[src/rtl/lc3_mem_sequencer.sv]
// LC-3 memory-cycle sequencer: fetches one instruction, performs its 0-2 data accesses
// over a req/ack memory port and reports completion to the datapath.
module lc3_mem_sequencer #(
    parameter int AW = 16,
    parameter int DW = 16
) (
    input  logic          clk,
    input  logic          rst_n,
    input  logic          start_i,
    input  logic [AW-1:0] pc_i,
    output logic          busy_o,
    output logic [2:0]    rf_addr_o,
    input  logic [DW-1:0] rf_data_i,
    output logic          mem_req_o,
    output logic          mem_we_o,
    output logic [AW-1:0] mem_addr_o,
    output logic [DW-1:0] mem_wdata_o,
    input  logic          mem_ack_i,
    input  logic [DW-1:0] mem_rdata_i,
    output logic [DW-1:0] ir_o,
    output logic [DW-1:0] ld_data_o,
    output logic [1:0]    acc_cnt_o,
    output logic          done_o
);

    typedef enum logic [2:0] {
        S_IDLE, S_FETCH, S_DECODE, S_SRC, S_IND, S_DATA, S_DONE
    } state_e;

    localparam logic [3:0] OP_LD   = 4'h2;
    localparam logic [3:0] OP_ST   = 4'h3;
    localparam logic [3:0] OP_LDR  = 4'h6;
    localparam logic [3:0] OP_STR  = 4'h7;
    localparam logic [3:0] OP_RTI  = 4'h8;
    localparam logic [3:0] OP_LDI  = 4'hA;
    localparam logic [3:0] OP_STI  = 4'hB;
    localparam logic [3:0] OP_TRAP = 4'hF;

    function automatic logic [AW-1:0] sext9(input logic [8:0] v);
        return {{(AW-9){v[8]}}, v};
    endfunction

    function automatic logic [AW-1:0] sext6(input logic [5:0] v);
        return {{(AW-6){v[5]}}, v};
    endfunction

    state_e        state_q, state_d;
    logic [AW-1:0] pc_q, pc_d, ea_q, ea_d, addr_q, addr_d;
    logic [DW-1:0] ir_q, ir_d, wdata_q, wdata_d, ld_data_q, ld_data_d;
    logic [1:0]    acc_q, acc_d;
    logic [2:0]    rf_addr_q, rf_addr_d;
    logic          req_q, req_d, we_q, we_d, busy_q, busy_d, done_q, done_d;
    logic [3:0]    op_s;
    logic          ack_s, access_s, is_store_s;

    // Next-state, effective-address and memory-request logic
    always_comb begin
        state_d   = state_q;
        pc_d      = pc_q;
        ea_d      = ea_q;
        addr_d    = addr_q;
        ir_d      = ir_q;
        wdata_d   = wdata_q;
        ld_data_d = ld_data_q;
        acc_d     = acc_q;
        req_d     = req_q;
        we_d      = we_q;
        rf_addr_d = 3'd0;
        op_s       = ir_q[15:12];
        is_store_s = (op_s == OP_ST) || (op_s == OP_STR) || (op_s == OP_STI);
        ack_s      = mem_ack_i && req_q;
        access_s   = (state_q == S_FETCH) || (state_q == S_IND) || (state_q == S_DATA);

        case (state_q)
            S_IDLE: begin
                if (start_i) begin
                    state_d = S_FETCH;
                    pc_d    = pc_i;
                    acc_d   = 2'd0;
                end else begin
                    state_d = S_IDLE;
                end
            end
            S_FETCH: begin
                if (ack_s) begin
                    ir_d    = mem_rdata_i;
                    state_d = S_DECODE;
                end else begin
                    state_d = S_FETCH;
                end
            end
            S_DECODE: begin
                case (op_s)
                    OP_LD, OP_ST, OP_LDI, OP_STI: ea_d = pc_q + {{(AW-1){1'b0}}, 1'b1} + sext9(ir_q[8:0]);
                    OP_LDR, OP_STR:               ea_d = AW'(rf_data_i) + sext6(ir_q[5:0]);
                    OP_TRAP:                      ea_d = {{(AW-8){1'b0}}, ir_q[7:0]};
                    OP_RTI:                       ea_d = AW'(rf_data_i);
                    default:                      ea_d = ea_q;
                endcase
                case (op_s)
                    OP_LD, OP_LDR, OP_RTI, OP_TRAP: state_d = S_DATA;
                    OP_LDI:                         state_d = S_IND;
                    OP_ST, OP_STR, OP_STI:          state_d = S_SRC;
                    default:                        state_d = S_DONE;
                endcase
            end
            S_SRC: begin
                wdata_d = rf_data_i;
                state_d = (op_s == OP_STI) ? S_IND : S_DATA;
            end
            S_IND: begin
                if (ack_s) begin
                    ea_d    = AW'(mem_rdata_i);
                    state_d = S_DATA;
                end else begin
                    state_d = S_IND;
                end
            end
            S_DATA: begin
                if (ack_s) begin
                    if (!we_q) begin
                        ld_data_d = mem_rdata_i;
                    end else begin
                        ld_data_d = ld_data_q;
                    end
                    state_d = S_DONE;
                end else begin
                    state_d = S_DATA;
                end
            end
            S_DONE:  state_d = S_IDLE;
            default: state_d = S_IDLE;
        endcase

        // Request rises one cycle after entering an access state and drops on its ack
        if (access_s && !req_q) begin
            req_d  = 1'b1;
            addr_d = (state_q == S_FETCH) ? pc_q : ea_q;
            we_d   = (state_q == S_DATA) && is_store_s;
        end else if (ack_s) begin
            req_d = 1'b0;
            we_d  = 1'b0;
            acc_d = (acc_q == 2'd3) ? acc_q : acc_q + 2'd1;
        end else begin
            req_d = req_q;
        end

        // Register-file index is registered so it is ready in the cycle that reads it
        if (state_d == S_DECODE) begin
            case (ir_d[15:12])
                OP_LDR, OP_STR: rf_addr_d = ir_d[8:6];
                OP_RTI:         rf_addr_d = 3'd6;
                default:        rf_addr_d = 3'd0;
            endcase
        end else if (state_d == S_SRC) begin
            rf_addr_d = ir_q[11:9];
        end else begin
            rf_addr_d = 3'd0;
        end

        busy_d = (state_d != S_IDLE);
        done_d = (state_d == S_DONE);
    end

    // State and output registers
    always_ff @(posedge clk or negedge rst_n) begin
        if (!rst_n) begin
            state_q   <= S_IDLE;
            pc_q      <= {AW{1'b0}};
            ea_q      <= {AW{1'b0}};
            addr_q    <= {AW{1'b0}};
            ir_q      <= {DW{1'b0}};
            wdata_q   <= {DW{1'b0}};
            ld_data_q <= {DW{1'b0}};
            acc_q     <= 2'd0;
            rf_addr_q <= 3'd0;
            req_q     <= 1'b0;
            we_q      <= 1'b0;
            busy_q    <= 1'b0;
            done_q    <= 1'b0;
        end else begin
            state_q   <= state_d;
            pc_q      <= pc_d;
            ea_q      <= ea_d;
            addr_q    <= addr_d;
            ir_q      <= ir_d;
            wdata_q   <= wdata_d;
            ld_data_q <= ld_data_d;
            acc_q     <= acc_d;
            rf_addr_q <= rf_addr_d;
            req_q     <= req_d;
            we_q      <= we_d;
            busy_q    <= busy_d;
            done_q    <= done_d;
        end
    end

    assign busy_o      = busy_q;
    assign rf_addr_o   = rf_addr_q;
    assign mem_req_o   = req_q;
    assign mem_we_o    = we_q;
    assign mem_addr_o  = addr_q;
    assign mem_wdata_o = wdata_q;
    assign ir_o        = ir_q;
    assign ld_data_o   = ld_data_q;
    assign acc_cnt_o   = acc_q;
    assign done_o      = done_q;

endmodule

[config.mk]
export PLATFORM = sky130hd
export DESIGN_NAME = lc3_mem_sequencer
export DESIGN_NICKNAME = d
export VERILOG_FILES = /design/src/rtl/lc3_mem_sequencer.sv
export SDC_FILE = /design/constraint.sdc
export NUM_CORES = 1
export LEC_CHECK = 0
export CORE_MARGIN = 4
export CORE_UTILIZATION = 45
export CTS_CLUSTER_DIAMETER = 50
export DETAILED_ROUTE_END_ITERATION = 8
export PLACE_DENSITY = 0.71
export RECOVER_POWER = 100
export SLEW_MARGIN = 30
export SYNTH_ARGS = -nofsm -noshare
export SYNTH_HDL_FRONTEND = slang
export SYNTH_SLANG_ARGS = --single-unit
[constraint.sdc]
create_clock -name clk -period 3.2 [get_ports clk]
set_clock_uncertainty 0.15 [all_clocks]
set_input_delay 0.64 -clock clk [delete_from_list [all_inputs] [get_ports clk]]
set_output_delay 0.64 -clock clk [all_outputs]
set_load 0.1 [all_outputs]
==> results.py <==
metrics = {
    "status": {
        "outcome": "completed",
    },
    "detailed_routing": {
        "dr.pass1.iters": 5,
        "routed_wl_um": 19300,
        "via_per_inst": 5.77,
        "drc": 0,
        "vias": 5547,
        "drt_iter0_drc": 483,
        "ant_nets": 0,
        "routedWlPerCell_um": 20.0,
    },
    "run": {
        "maxCapViolations": 0,
    },
    "synthesis": {
        "syn_area_mm2": 0.00637,
        "synth_cell_types": 64,
        "yosysMostFrequentCell": "dfrtp_1",
        "synth_edf_count": 0,
        "ys_async_sr_fraction_pct": 100,
        "synth_commonest_cells": "dfrtp_1, nand2_1, o21ai_0",
        "ys_seq_elements": 108,
        "yosys.area.top_type": "dfrtp_1",
        "yosysWarnings": 0,
        "synth_fp_nets": 726,
        "synth_top_area_share_pct": 42.4,
        "syn_inst": 636,
        "synthTopCellsByArea": "dfrtp_1, mux2_2, ha_1",
        "syn_avg_cell_area_um2": 10.0,
        "seq_area_frac_synth_pct": 42.4,
        "synthFlopType": "dfrtp_1",
    },
    "floorplan": {
        "fp.dieW_um": 127,
        "rows": 43,
        "initial_core_util_pct": 45.9,
        "dieArea_mm2": 0.0161,
        "core_mm2": 0.0139,
        "io_pins": 125,
        "die_y_um": 127,
    },
    "cells_and_area": {
        "diodes": 0,
        "syn_to_final_growth_pct": 21.6,
        "fin_nets": 866,
        "fill_cells": 1306,
        "layout-drive-gt1-share_pct": 12.8,
    },
    "critical_path": {
        "path_cells": "clkdlybuf4s50_1 > nand2_1 > nor3_1 > clkbuf_1 > mux2_1 > nand2_1 > a221oi_1",
        "crit_path_start_kind": "primary input",
        "path_buf_inv": 2,
        "cp_top_family": "buffers and inverters",
        "cp_slowest_cell": "nor3_1",
        "crit_required_ps": 3310,
        "critPathMostFrequentCell": "nand2_1",
        "crit_path_end_kind": "flip-flop",
        "cpPeakStageDelay_ps": 580,
        "worstReg2RegEnd": "ea_q[13]$_DFFE_PN0P_",
        "ff2ff_path_depth": 8,
        "cp_max_fo": 11,
        "r2r-start": "ir_o[5]$_DFFE_PN0N_",
        "cp.arrival_ps": 3070,
        "worst-setup-path-type": "in2reg",
        "r2r_slack_ps": 340,
    },
    "sta": {
        "slew_violations": 0,
        "period_minus_slack_ps": 2960,
        "setup_viol": 0,
        "whs_ps": 330,
        "min_period_over_period_pct": 92.5,
        "tns_ps": 0,
        "relSlewSlack_pct": 14.5,
        "tightest_slew_ps": 1280,
        "hold_viol_final": 0,
        "max_freq_ghz": 0.338,
        "rsz0062_at_grt": "false",
    },
    "clock_tree": {
        "clock-root-buffer": "clkbuf_16",
        "cts_tree": "built",
        "ctsLongestPathBuffers": 2,
        "cts_setup_buffers": 0,
        "cts-htree-levels": 3,
        "cts_buffers": 9,
        "path_clk_slew_ps": 80,
        "post_cts_resized": 0,
        "clkLatencyLatePin_ps": 360,
        "cts.sinks": 108,
    },
    "min_path": {
        "min_to": "mem_addr_o[8]$_DFFE_PN0P_",
        "hold_class": "reg2reg",
        "hold_path_startpoint": "mem_addr_o[8]$_DFFE_PN0P_",
        "min_path_cells": 2,
    },
    "global_route": {
        "grt_pass1_wl_um": 31300,
        "track_usage_pct": 24.8,
        "grt-ovfl-total": 0,
        "grt_max_degree": 58,
        "antenna_found_initial": 0,
        "grt_pass1_vias": 5591,
    },
    "place": {
        "hpwlAfterDp_um": 15200,
        "port_buffers": 124,
        "routabilityCongestion": 0.956,
    },
}
[flip-flops by register name, indices dropped and copies added (netlist names)]
register / cells
rf_addr_o: 3
pc_q: 16
busy_o: 1
mem_wdata_o: 16
acc_cnt_o: 2
state_q: 3
mem_we_o: 1
ir_o: 16
ea_q: 16
mem_addr_o: 16
mem_req_o: 1
done_o: 1
ld_data_o: 16
[worst min-delay path: stages, from the launching register on]
cell and delay (ps):
dfrtp_1 340, nand2_1 40, o21ai_0 60
[cell families after synthesis]
kind of cell	count (synthesis)	share of synthesized area, %
DFF	108	42.4
muxes	76	13.0
adders and majority gates	38	7.70
and+or+nand+nor	166	12.9
AOI/OAI and AO/OA	181	17.8
xor gates and xnor gates	21	2.89
buffers and inverters	46	3.30
[layout by cell type (no fill, tap or decap), drive strengths merged, types with 3 or more instances in the layout]
master,Yosys,final
a211o,4,4
a21o,14,14
a21oi,45,45
a221oi,11,11
a31oi,3,3
and3,7,7
buf,18,23
clkbuf,11,93
clkdlybuf4s50,0,48
dfrtp,108,108
dlygate4sd3,0,3
ha,36,36
inv,17,21
mux2,55,55
mux2i,21,21
nand2,71,71
nand2b,8,8
nand3,15,15
nand3b,3,3
nand4,4,4
nor2,24,24
nor2b,6,6
nor3,10,10
o2111ai,4,4
o211ai,8,8
o21a,5,5
o21ai,61,61
o21bai,3,3
o22ai,4,4
o31ai,3,3
or3,8,8
xnor2,8,8
xor2,13,13
[per-stage QoR]
step           std cells  instance area (um^2)  utilization [%]  setup slack, ps
2_1_floorplan        636                  6370                -              140
3_3_place_gp         944                  7780             56.0            -75.4
3_5_place_dp         944                  7780             56.0             -110
4_1_cts              961                  8090             58.3              270
5_1_grt              961                  7750             55.8             19.0
6_report             961                  7750             55.8              238
[layer usage]
layer  GRT usage (%)  vias up  wire length [um]  share of wire [%]
met4            8.20        0               489                2.5
met3            5.14       27              1340                7.0
li1                -     2604                 -                  -
met1            35.0     2702              8740                 45
met5               0        -                 0                  0
met2            38.2      214              8690                 45
[worst max path at each step]
stage,slack (ps),from,endpoint,depth (start not counted)
final,240,mem_ack_i,rf_addr_o[2]$_DFF_PN0_,7
after floorplan,140,ir_o[0]$_DFFE_PN0N_,ea_q[14]$_DFFE_PN0P_,10
after CTS,270,rf_data_i[0],ea_q[14]$_DFFE_PN0P_,11
after global placement,-80,rf_data_i[0],ea_q[14]$_DFFE_PN0P_,11
after detailed placement,-110,rf_data_i[0],ea_q[14]$_DFFE_PN0P_,11
after global routing,20,rf_data_i[0],ea_q[14]$_DFFE_PN0P_,11
[timing repair]
item                                    4_1_cts  5_1_grt
hold endpoints to repair                     13        0
hold buffers                                  1        0
endpoints found under the setup margin        0        0
[layout make-up]
cell class	instances	area (um^2)	share of cell area [%]
clock inverter	7	81.3	1.05
inverter	17	63.8	0.824
sequential	108	2700	34.9
tap	180	225	2.91
clock buffer	9	225	2.91
timing repair buffer	158	1010	13.0
multi-input combinational	482	3440	44.4
Power is not shown: default switching activity piles up to over one toggle a cycle in this logic, so the estimate is an artifact.
